`src/rtl/rv_pkg.sv`:
```
// -----------------------------------------------------------------------------
// rv_pkg
// Shared RV32I load/store definitions:
//   - funct3 width/sign codes for loads (LB..LHU) and stores (SB..SW)
//   - lsu_state_t : load/store unit FSM states
//   - store_lanes_t / store_lanes() : byte-lane strobes and replicated data
//   - access_fault() : illegal-code and misalignment detection
// -----------------------------------------------------------------------------
package rv_pkg;

  localparam logic [2:0] F3_LB  = 3'b000;
  localparam logic [2:0] F3_LH  = 3'b001;
  localparam logic [2:0] F3_LW  = 3'b010;
  localparam logic [2:0] F3_LBU = 3'b100;
  localparam logic [2:0] F3_LHU = 3'b101;
  localparam logic [2:0] F3_SB  = 3'b000;
  localparam logic [2:0] F3_SH  = 3'b001;
  localparam logic [2:0] F3_SW  = 3'b010;

  typedef enum logic [1:0] {
    ST_IDLE,
    ST_REQ,
    ST_WAIT,
    ST_DONE
  } lsu_state_t;

  typedef struct packed {
    logic [3:0]  wstrb;
    logic [31:0] wdata;
  } store_lanes_t;

  // Strobes follow the byte offset; data is replicated across all lanes so
  // the memory can pick it up from whichever lane the strobe enables.
  function automatic store_lanes_t store_lanes(input logic [2:0]  f3,
                                               input logic [1:0]  a,
                                               input logic [31:0] d);
    store_lanes_t s;
    s.wstrb = 4'b1111;
    s.wdata = d;
    case (f3)
      F3_SB: begin
        s.wstrb = 4'b0001 << a;
        s.wdata = {4{d[7:0]}};
      end
      F3_SH: begin
        s.wstrb = 4'b0011 << {a[1], 1'b0};
        s.wdata = {2{d[15:0]}};
      end
      default: ;
    endcase
    return s;
  endfunction

  // A request flagged as both load and store is always a fault. Bit pattern
  // f3[1:0] gives the access size (00 byte, 01 half, 10 word).
  function automatic logic access_fault(input logic       ld,
                                        input logic       st,
                                        input logic [2:0] f3,
                                        input logic [1:0] a);
    logic bad_code;
    logic misaligned;
    if (ld) bad_code = !(f3 inside {F3_LB, F3_LH, F3_LW, F3_LBU, F3_LHU});
    else    bad_code = !(f3 inside {F3_SB, F3_SH, F3_SW});
    misaligned = ((f3[1:0] == 2'b01) && a[0]) ||
                 ((f3[1:0] == 2'b10) && (a != 2'b00));
    return (ld && st) || bad_code || misaligned;
  endfunction

endpackage

```
`src/rtl/load_store_unit_if.sv`:
```
// -----------------------------------------------------------------------------
// load_store_unit_if
// Bundles the execute-stage request, the memory bus and the writeback/status
// signals of the load/store unit.
//   modport slave  : the load/store unit itself
//   modport master : the surrounding pipeline + memory driving the unit
// -----------------------------------------------------------------------------
interface load_store_unit_if;

  // execute-stage request
  logic        req_valid;
  logic        req_ready;
  logic        is_load;
  logic        is_store;
  logic [2:0]  funct3;
  logic [31:0] addr;
  logic [31:0] wdata;
  logic [4:0]  rd;
  // memory bus
  logic        mem_req_valid;
  logic        mem_req_ready;
  logic [31:0] mem_addr;
  logic        mem_we;
  logic [3:0]  mem_wstrb;
  logic [31:0] mem_wdata;
  logic        mem_rsp_valid;
  logic [31:0] mem_rdata;
  // completion / writeback
  logic        done;
  logic        wb_en;
  logic [31:0] rdata;
  logic [4:0]  rd_out;
  logic        fault;
  logic        busy;

  modport slave (
    input  req_valid, is_load, is_store, funct3, addr, wdata, rd,
           mem_req_ready, mem_rsp_valid, mem_rdata,
    output req_ready, mem_req_valid, mem_addr, mem_we, mem_wstrb, mem_wdata,
           done, wb_en, rdata, rd_out, fault, busy
  );

  modport master (
    output req_valid, is_load, is_store, funct3, addr, wdata, rd,
           mem_req_ready, mem_rsp_valid, mem_rdata,
    input  req_ready, mem_req_valid, mem_addr, mem_we, mem_wstrb, mem_wdata,
           done, wb_en, rdata, rd_out, fault, busy
  );

endinterface

```
`src/rtl/load_align.sv`:
```
// -----------------------------------------------------------------------------
// load_align
// Combinational load formatter: picks the byte/halfword lane addressed by
// addr_lo_i out of the bus word and sign- or zero-extends it.
//   rdata_i   : 32-bit word returned by the memory
//   addr_lo_i : byte offset within the word
//   funct3_i  : load width/sign code
//   result_o  : value written back to the register file
// -----------------------------------------------------------------------------
module load_align
  import rv_pkg::*;
(
  input  logic [31:0] rdata_i,
  input  logic [1:0]  addr_lo_i,
  input  logic [2:0]  funct3_i,
  output logic [31:0] result_o
);

  logic [7:0]  byte_sel;
  logic [15:0] half_sel;

  // NOTE: every always_comb output gets a default before any branch so no
  // path leaves it unassigned, which would infer a latch.
  always_comb begin
    byte_sel = rdata_i[{addr_lo_i, 3'b000} +: 8];
    half_sel = rdata_i[{addr_lo_i[1], 4'b0000} +: 16];
    result_o = rdata_i;
    case (funct3_i)
      F3_LB:   result_o = {{24{byte_sel[7]}}, byte_sel};
      F3_LH:   result_o = {{16{half_sel[15]}}, half_sel};
      F3_LBU:  result_o = {24'h0, byte_sel};
      F3_LHU:  result_o = {16'h0, half_sel};
      default: result_o = rdata_i;
    endcase
  end

endmodule

```
`src/rtl/load_store_unit.sv`:
```
// -----------------------------------------------------------------------------
// load_store_unit
// RV32I load/store unit: accepts one memory operation at a time from the
// execute stage, issues it on a valid/ready memory bus, waits for read data
// on loads and signals completion with a one-cycle done pulse.
//   clk, rst_n : clock, asynchronous active-low reset
//   lsu        : load_store_unit_if.slave (request, bus, writeback, status)
// Misaligned or illegal operations skip the bus and complete with fault=1.
// -----------------------------------------------------------------------------
module load_store_unit
  import rv_pkg::*;
(
  input logic              clk,
  input logic              rst_n,
  load_store_unit_if.slave lsu
);

  lsu_state_t   state_q, state_d;

  logic         accept;
  logic         req_fault;
  store_lanes_t st_lanes;

  logic         is_load_q;
  logic         fault_q;
  logic [2:0]   funct3_q;
  logic [1:0]   addr_lo_q;
  logic [4:0]   rd_pend_q;
  logic [31:0]  mem_addr_q;
  logic [31:0]  mem_wdata_q;
  logic [3:0]   mem_wstrb_q;
  logic         mem_we_q;
  logic [31:0]  rdata_q;
  logic [4:0]   rd_out_q;
  logic [31:0]  load_result;
  logic         rsp_take;

  // A request with both flags set is still taken, and then faults.
  assign accept    = lsu.req_valid && (state_q == ST_IDLE) &&
                     (lsu.is_load || lsu.is_store);
  assign req_fault = access_fault(lsu.is_load, lsu.is_store, lsu.funct3,
                                  lsu.addr[1:0]);
  assign st_lanes  = store_lanes(lsu.funct3, lsu.addr[1:0], lsu.wdata);
  assign rsp_take  = (state_q == ST_WAIT) && lsu.mem_rsp_valid;

  load_align u_align (
    .rdata_i   (lsu.mem_rdata),
    .addr_lo_i (addr_lo_q),
    .funct3_i  (funct3_q),
    .result_o  (load_result)
  );

  // NOTE: sequential state uses non-blocking assignments so every flop
  // samples pre-edge values regardless of statement order.
  always_ff @(posedge clk or negedge rst_n) begin
    if (!rst_n) state_q <= ST_IDLE;
    else        state_q <= state_d;
  end

  always_comb begin
    state_d           = state_q;
    lsu.req_ready     = 1'b0;
    lsu.mem_req_valid = 1'b0;
    lsu.done          = 1'b0;
    lsu.wb_en         = 1'b0;
    lsu.fault         = 1'b0;
    lsu.busy          = 1'b1;
    unique case (state_q)
      ST_IDLE: begin
        lsu.req_ready = 1'b1;
        lsu.busy      = 1'b0;
        if (accept) state_d = req_fault ? ST_DONE : ST_REQ;
      end
      ST_REQ: begin
        lsu.mem_req_valid = 1'b1;
        if (lsu.mem_req_ready) state_d = is_load_q ? ST_WAIT : ST_DONE;
      end
      ST_WAIT: begin
        if (lsu.mem_rsp_valid) state_d = ST_DONE;
      end
      ST_DONE: begin
        lsu.done  = 1'b1;
        lsu.fault = fault_q;
        lsu.wb_en = is_load_q && !fault_q;
        state_d   = ST_IDLE;
      end
      default: state_d = ST_IDLE;
    endcase
  end

  // Request capture. Bus fields are formed at acceptance so they stay
  // stable for the whole REQ phase independent of the execute-stage inputs.
  always_ff @(posedge clk or negedge rst_n) begin
    if (!rst_n) begin
      is_load_q   <= 1'b0;
      fault_q     <= 1'b0;
      funct3_q    <= 3'b000;
      addr_lo_q   <= 2'b00;
      rd_pend_q   <= 5'd0;
      mem_addr_q  <= 32'h0;
      mem_wdata_q <= 32'h0;
      mem_wstrb_q <= 4'h0;
      mem_we_q    <= 1'b0;
    end else if (accept) begin
      is_load_q <= lsu.is_load && !lsu.is_store;
      fault_q   <= req_fault;
      funct3_q  <= lsu.funct3;
      addr_lo_q <= lsu.addr[1:0];
      rd_pend_q <= lsu.rd;
      if (!req_fault) begin
        mem_addr_q <= {lsu.addr[31:2], 2'b00};
        if (lsu.is_load) begin
          mem_we_q    <= 1'b0;
          mem_wstrb_q <= 4'h0;
          mem_wdata_q <= 32'h0;
        end else begin
          mem_we_q    <= 1'b1;
          mem_wstrb_q <= st_lanes.wstrb;
          mem_wdata_q <= st_lanes.wdata;
        end
      end
    end
  end

  // Writeback result changes only when a load response is taken.
  always_ff @(posedge clk or negedge rst_n) begin
    if (!rst_n) begin
      rdata_q  <= 32'h0;
      rd_out_q <= 5'd0;
    end else if (rsp_take) begin
      rdata_q  <= load_result;
      rd_out_q <= rd_pend_q;
    end
  end

  assign lsu.mem_addr  = mem_addr_q;
  assign lsu.mem_we    = mem_we_q;
  assign lsu.mem_wstrb = mem_wstrb_q;
  assign lsu.mem_wdata = mem_wdata_q;
  assign lsu.rdata     = rdata_q;
  assign lsu.rd_out    = rd_out_q;

endmodule
```
`src/flat_wrapper.sv`:
```
// flat-port wrapper written by rule: the top's interface ports become plain ports
module load_store_unit_flat import rv_pkg::*;
  (clk, rst_n, lsu_req_valid, lsu_is_load, lsu_is_store, lsu_funct3, lsu_addr, lsu_wdata, lsu_rd, lsu_mem_req_ready, lsu_mem_rsp_valid, lsu_mem_rdata, lsu_req_ready, lsu_mem_req_valid, lsu_mem_addr, lsu_mem_we, lsu_mem_wstrb, lsu_mem_wdata, lsu_done, lsu_wb_en, lsu_rdata, lsu_rd_out, lsu_fault, lsu_busy);
  load_store_unit_if lsu_i ();
  input logic clk;
  input logic rst_n;
  input wire logic [$bits(lsu_i.req_valid)-1:0] lsu_req_valid;
  input wire logic [$bits(lsu_i.is_load)-1:0] lsu_is_load;
  input wire logic [$bits(lsu_i.is_store)-1:0] lsu_is_store;
  input wire logic [$bits(lsu_i.funct3)-1:0] lsu_funct3;
  input wire logic [$bits(lsu_i.addr)-1:0] lsu_addr;
  input wire logic [$bits(lsu_i.wdata)-1:0] lsu_wdata;
  input wire logic [$bits(lsu_i.rd)-1:0] lsu_rd;
  input wire logic [$bits(lsu_i.mem_req_ready)-1:0] lsu_mem_req_ready;
  input wire logic [$bits(lsu_i.mem_rsp_valid)-1:0] lsu_mem_rsp_valid;
  input wire logic [$bits(lsu_i.mem_rdata)-1:0] lsu_mem_rdata;
  output wire logic [$bits(lsu_i.req_ready)-1:0] lsu_req_ready;
  output wire logic [$bits(lsu_i.mem_req_valid)-1:0] lsu_mem_req_valid;
  output wire logic [$bits(lsu_i.mem_addr)-1:0] lsu_mem_addr;
  output wire logic [$bits(lsu_i.mem_we)-1:0] lsu_mem_we;
  output wire logic [$bits(lsu_i.mem_wstrb)-1:0] lsu_mem_wstrb;
  output wire logic [$bits(lsu_i.mem_wdata)-1:0] lsu_mem_wdata;
  output wire logic [$bits(lsu_i.done)-1:0] lsu_done;
  output wire logic [$bits(lsu_i.wb_en)-1:0] lsu_wb_en;
  output wire logic [$bits(lsu_i.rdata)-1:0] lsu_rdata;
  output wire logic [$bits(lsu_i.rd_out)-1:0] lsu_rd_out;
  output wire logic [$bits(lsu_i.fault)-1:0] lsu_fault;
  output wire logic [$bits(lsu_i.busy)-1:0] lsu_busy;
  assign lsu_i.req_valid = lsu_req_valid;
  assign lsu_i.is_load = lsu_is_load;
  assign lsu_i.is_store = lsu_is_store;
  assign lsu_i.funct3 = lsu_funct3;
  assign lsu_i.addr = lsu_addr;
  assign lsu_i.wdata = lsu_wdata;
  assign lsu_i.rd = lsu_rd;
  assign lsu_i.mem_req_ready = lsu_mem_req_ready;
  assign lsu_i.mem_rsp_valid = lsu_mem_rsp_valid;
  assign lsu_i.mem_rdata = lsu_mem_rdata;
  assign lsu_req_ready = lsu_i.req_ready;
  assign lsu_mem_req_valid = lsu_i.mem_req_valid;
  assign lsu_mem_addr = lsu_i.mem_addr;
  assign lsu_mem_we = lsu_i.mem_we;
  assign lsu_mem_wstrb = lsu_i.mem_wstrb;
  assign lsu_mem_wdata = lsu_i.mem_wdata;
  assign lsu_done = lsu_i.done;
  assign lsu_wb_en = lsu_i.wb_en;
  assign lsu_rdata = lsu_i.rdata;
  assign lsu_rd_out = lsu_i.rd_out;
  assign lsu_fault = lsu_i.fault;
  assign lsu_busy = lsu_i.busy;
  load_store_unit u_core (.clk(clk), .rst_n(rst_n), .lsu(lsu_i));
endmodule
```
`config.mk`:
```
export PLATFORM = sky130hd
export DESIGN_NAME = load_store_unit_flat
export DESIGN_NICKNAME = d
export VERILOG_FILES = /design/src/rtl/rv_pkg.sv /design/src/rtl/load_store_unit_if.sv /design/src/rtl/load_align.sv /design/src/rtl/load_store_unit.sv /design/src/flat_wrapper.sv
export SDC_FILE = /design/constraint.sdc
export NUM_CORES = 1
export LEC_CHECK = 0
export CAP_MARGIN = 20
export CELL_PAD_IN_SITES_DETAIL_PLACEMENT = 1
export CELL_PAD_IN_SITES_GLOBAL_PLACEMENT = 1
export CORE_MARGIN = 5
export CORE_UTILIZATION = 30
export DETAILED_ROUTE_END_ITERATION = 12
export PLACE_DENSITY = 0.76
export SLEW_MARGIN = 0
export SYNTH_ARGS = -nofsm -noshare
export SYNTH_HDL_FRONTEND = slang
export SYNTH_SLANG_ARGS = --single-unit
```
`constraint.sdc`:
```
create_clock -name clk -period 4.8 [get_ports clk]
set_clock_uncertainty 0.2 [all_clocks]
set_input_delay 0.96 -clock clk [delete_from_list [all_inputs] [get_ports clk]]
set_output_delay 0.96 -clock clk [all_outputs]
set_load 0.01 [all_outputs]
```
-- After elaboration in Yosys (flattened, before gate mapping)
Index checks and enable logic that the tools add are counted.
- register bits: 118
- latch bits: 0
- RAM bits: 0
- bits in read-only memories: 0
- input port bits: 111
- output and inout port bits: 112
- memories: 0
- add/sub/neg operators: 0
- multipliers: 0
- divide/modulo/power cells: 0
- magnitude comparators: 0
- eq/ne operators: 15
- shift operators: 4
- muxes and demuxes: 18
- bitwise logic cells: 1
- reduce and logical (&&, ||, !) cells: 24
- operators by type and width (kind ; count):
    one-hot mux 32 bit (4 select lines) ; 1
    one-hot mux 36 bit (2 select lines) ; 1
    two-way mux 32 bit ; 1
    variable part select 32 x 6 -> 16 bit ; 1
    variable part select 32 x 6 -> 8 bit ; 1
    equality test 3 bit, second input constant ; 4
    two-way mux 1 bit ; 9
    logical AND 1 bit ; 8
    two-way mux 2 bit ; 4
    one-hot mux 2 bit (4 select lines) ; 1
    equality test 2 bit, second input constant ; 3
    equality test 3 x 1 -> 1 bit, second input constant ; 2
    logical NOT 3 bit ; 2
    nonzero test 5 bit ; 1
    equality test 2 x 1 -> 1 bit, second input constant ; 2
    logical NOT 1 bit ; 4
    logical OR 1 bit ; 4
    two-way mux 4 bit ; 1
    != test 2 bit, second input constant ; 2
    << shifter 1 x 2 -> 4 bit, first input constant ; 1
    << shifter 2 x 2 -> 4 bit, first input constant ; 1
    equality test 3 x 2 -> 1 bit, second input constant ; 1
    AND reduction 3 bit ; 1
    nonzero test 3 bit ; 1
    5 further kinds ; 5

-- Logic depth before layout (Yosys ltp)
- word-level depth: 9
- mapped depth: 9

-- Hierarchy
From an unflattened synthesis, not the netlist that was laid out.
- cell total of the unflattened synthesis: 493
- area, all modules: 5909.4 µm²
- modules (own cells, without submodules) (module ; times used ; cells an instance ; area an instance (µm²) ; seq. area each (µm²)):
    load_store_unit ; 1 ; 375 ; 5114.9 ; 2952.8
    load_align ; 1 ; 118 ; 794.5 ; 0.0

-- Worst setup path after synthesis
No wires, ideal clock.
- path type: in2reg
- from: input port lsu_funct3[2]
- to: register u_core.mem_addr_q[10], in the netlist u_core.lsu.mem_addr[10]
- setup time: 125 ps
- arrival time: 2177 ps
- required time: 4475 ps
- setup slack: 2299 ps
- stages: 5
- path buffers: 2
- cell sequence: clkbuf_1 nor4_2 o211ai_1 buf_2 mux2_2
- longest elaborated chain between the ends: 8
- RTL lines (what ; RTL line ; RTL):
    from (decl) ; flat_wrapper.sv:10 ; input wire logic [$bits(lsu_i.funct3)-1:0] lsu_funct3;
    equality test 3 x 1 -> 1 bit, or another cell as far along ; rv_pkg.sv:62, rv_pkg.sv:63 ;
    nonzero test 5 bit or nonzero test 3 bit (tied branches) ; rv_pkg.sv:62, rv_pkg.sv:63 ;
    logical NOT 1 bit (on tied branches) ; rv_pkg.sv:62, rv_pkg.sv:63 ;
    two-way mux 1 bit * ; rv_pkg.sv:62 ; if (ld) bad_code = !(f3 inside {F3_LB, F3_LH, F3_LW, F3_LBU, F3_LHU});
    logical OR 1 bit * (2 in a row) ; rv_pkg.sv:66 ; return (ld && st) || bad_code || misaligned;
    inverter 1 bit (no line) * ; - ;
    AND reduction 2 bit (no line) * ; - ;
    to (signal assigned) ; load_store_unit.sv:111 ; mem_addr_q <= {lsu.addr[31:2], 2'b00};
    to (decl) ; load_store_unit.sv:29 ; logic [31:0] mem_addr_q;
Every way passes the cells marked *; elsewhere a longest branch is shown, timed or not.
A chain may end at the register's enable or synchronous reset.

-- Worst setup path in the final report
- from: register u_core.state_q[0]
- to: output port lsu_req_ready
- longest elaborated chain between the ends: 2
- RTL lines (what ; RTL line ; RTL):
    from (decl) ; load_store_unit.sv:18 ; lsu_state_t state_q, state_d;
    from (signal assigned) ; load_store_unit.sv:57 ; else state_q <= state_d;
    logical NOT 2 bit ; load_store_unit.sv:68 ; unique case (state_q)
    two-way mux 1 bit ; load_store_unit.sv:68 ;
    to (decl) ; flat_wrapper.sv:17 ; output wire logic [$bits(lsu_i.req_ready)-1:0] lsu_req_ready;
No other way between the ends.

==> run metrics <==
Post-CTS Hold Fix Bufs 0; Max Slew Vio Count 0; total clock sinks 118; DRT antenna net count 0; area leader, netlist dfrtp_1; ys flop type dfrtp_1; synth top area cells dfrtp_1 (52%), nand2_1 (7.8%), mux2_2 (7.6%); antenna violations before repair 1; Peak VDD IR 0.2499 mV; Avg Vias per Cell 5.056; Synth top cells by count dfrtp_1 (118), nand2_1 (117), mux2_2 (38); Least-Margin Pin Slew 0.9070 ns; Worst setup SP type flop; syn avg cell area 10.25 µm²; GPL Wtd Cong 0.8462; Final Cycle Share 64.07%; Clk Tree Root Cell clkbuf_16; routed vias 5,061; first-pass GRT wire length 30.89 mm; CP required 3.64 ns; clk_lat worst skew 0.40 ns; top-count cell post-synth dfrtp_1; Die Ht 147.0 µm; Core Area 18,580 µm²; unrepaired setup endpoints after global routing false; largest net degree at the start of global routing 106; Max-Cap Viols 0; drt wl/cell 19.63 µm; fillers 2,015; #FFs+latches synth 118; setup tns final 0 ns; Post-CTS Setup Bufs 0; Lkg Pwr 3.759 nW; Layout area overhead 52.82%; Starting Density 30.29%; Remaining DRCs 0; Buffers on Ports 220; number of setup violations in the final report 0; fraction of registers with async set/reset 100.0%; Cell variety after synth 39; endpoint class of the critical path output pin; crit path kind flop to output pin; Die Wd 147.0 µm; status finished clean; fin util 46.29%; grt total ovfl 0; synth warn 0; register area share after synthesis 52.47%; total CTS buffers 17; min Tclk post-route 3.075 ns; Cells after Synth 549; Clk pin slew, worst setup/hold paths 0.05 ns; Worst Path Arrival 1.92 ns; Min Hold Slack 0.2694 ns; number of flops mapped to enable cells by yosys 0; PwrDens 598.8 nW/µm²; Antenna diodes 0; die area 21,600 µm²; Nets 870; Total Routing Usage GR 18.08%; post-synth top area share 52.47%; top achievable clock speed 325.2 MHz; H-tree lvl count 4; post-synthesis cell area 5628 µm²; number of DRC markers in iteration 0 203; slew margin rel. 39.54%; CTS Buffer Depth 2; CTS tree yes; Final Hold Viols 0; # IOs 223; CTS resizes 0; vias in the first global route 5,677; HPWL after detailed placement 14.59 mm; DRT Pass-1 Iters 4; Max FO, Critical Path 7; row cnt 50; layout cell share with drive strength beyond 1 11.99%; Worst Hold Class flop to flop; DRT Wirelength 19.65 mm
placed cells by master (no fill, tap or decap), types with 4 or more instances in the layout:
master / count
clkdlybuf4s50_1: 219
nand2b_1: 11
dfrtp_1: 118
ha_1: 5
mux2_2: 38
clkbuf_8: 4
inv_1: 7
nor2_1: 12
o21ai_0: 30
buf_4: 8
a21o_1: 9
a21oi_1: 10
clkinv_4: 4
a31oi_1: 10
mux2i_1: 34
o211ai_1: 4
nand2_1: 117
or3b_2: 7
o31ai_1: 26
nand3_1: 32
clkinv_2: 4
a2bb2oi_1: 7
nand3b_1: 8
clkbuf_16: 17
power by group:
group          switching, W  total (W)  internal (W)  leakage, nW
sequential         0.000309    0.00175       0.00144         1.50
combinational      0.000981    0.00217       0.00119         1.98
clock              0.000464    0.00123      0.000766        0.285
total               0.00175    0.00515       0.00340         3.76
routing by layer:
layer  global-route usage, %  up-vias  wire [µm]
met1                   20.67     2512       7874
met2                   30.12      203       9363
li1                        -     2319          -
met3                   8.667       25       2085
met5                       0        -         20
met4                   5.452        2        307
layout make-up:
type	count	area, µm²	area share (%)
Multi-Input combinational cell	381	2461	28.62
Clock buffer	21	480.5	5.586
Sequential cell	118	2953	34.33
Timing Repair Buffer	229	2287	26.59
Tap cell	234	292.8	3.404
Clock inverter	11	100.1	1.164
Inverter	7	26.28	0.3055
path summary, 6_finish.rpt:
kind | cells past startpoint | slack (ns) | from | to
min in group asynchronous | 1 | 0.42 | rst_n | u_core.lsu.rdata[10]
setup reg to reg | 5 | 2.12 | u_core.state_q[0] | u_core.lsu.rdata[23]
hold / removal | 2 | 0.27 | u_core.rd_pend_q[1] | u_core.lsu.rd_out[1]
hold reg to reg | 2 | 0.27 | u_core.rd_pend_q[1] | u_core.lsu.rd_out[1]
setup / recovery | 3 | 1.72 | u_core.state_q[0] | lsu_req_ready
max in group asynchronous | 2 | 2.97 | rst_n | u_core.lsu.mem_wstrb[3]
cell families after synthesis:
group,count (synthesis),share of synthesized area [%]
buffers and inverters,51,3.868
adders and majority gates,5,1.112
muxes,73,14.05
AOI/OAI and AO/OA,106,12.54
other,1,0.06663
DFF,118,52.47
and+or+nand+nor,195,15.90
worst max-delay path: stages, from the launching register on:
cell and delay [ns]:
dfrtp_1 0.44, inv_1 0.14, ha_1 0.33, clkdlybuf4s50_1 0.60
metrics by stage:
| stage | total power, W | worst slack [ns] | area, µm² | instances |
|---|---|---|---|---|
| 3_5_place_dp | 0.003954 | 1.384 | 8005 | 968 |
| 2_1_floorplan | 0.002688 | 2.299 | 5632 | 550 |
| 6_report | 0.005150 | 1.725 | 8601 | 1001 |
| 3_3_place_gp | 0.003860 | 1.486 | 8005 | 968 |
| 4_1_cts | 0.005222 | 1.693 | 8586 | 1000 |
| 5_1_grt | 0.005482 | 1.617 | 8601 | 1001 |
state kept, by name (all words and copies together) (netlist names):
name	flops
u_core.addr_lo_q	2
u_core.fault_q	1
u_core.funct3_q	3
u_core.is_load_q	1
u_core.lsu.mem_addr	30
u_core.lsu.mem_wdata	32
u_core.lsu.mem_we	1
u_core.lsu.mem_wstrb	4
u_core.lsu.rd_out	5
u_core.lsu.rdata	32
u_core.rd_pend_q	5
u_core.state_q	2
Note: power is estimated with default switching activity, not from simulation.
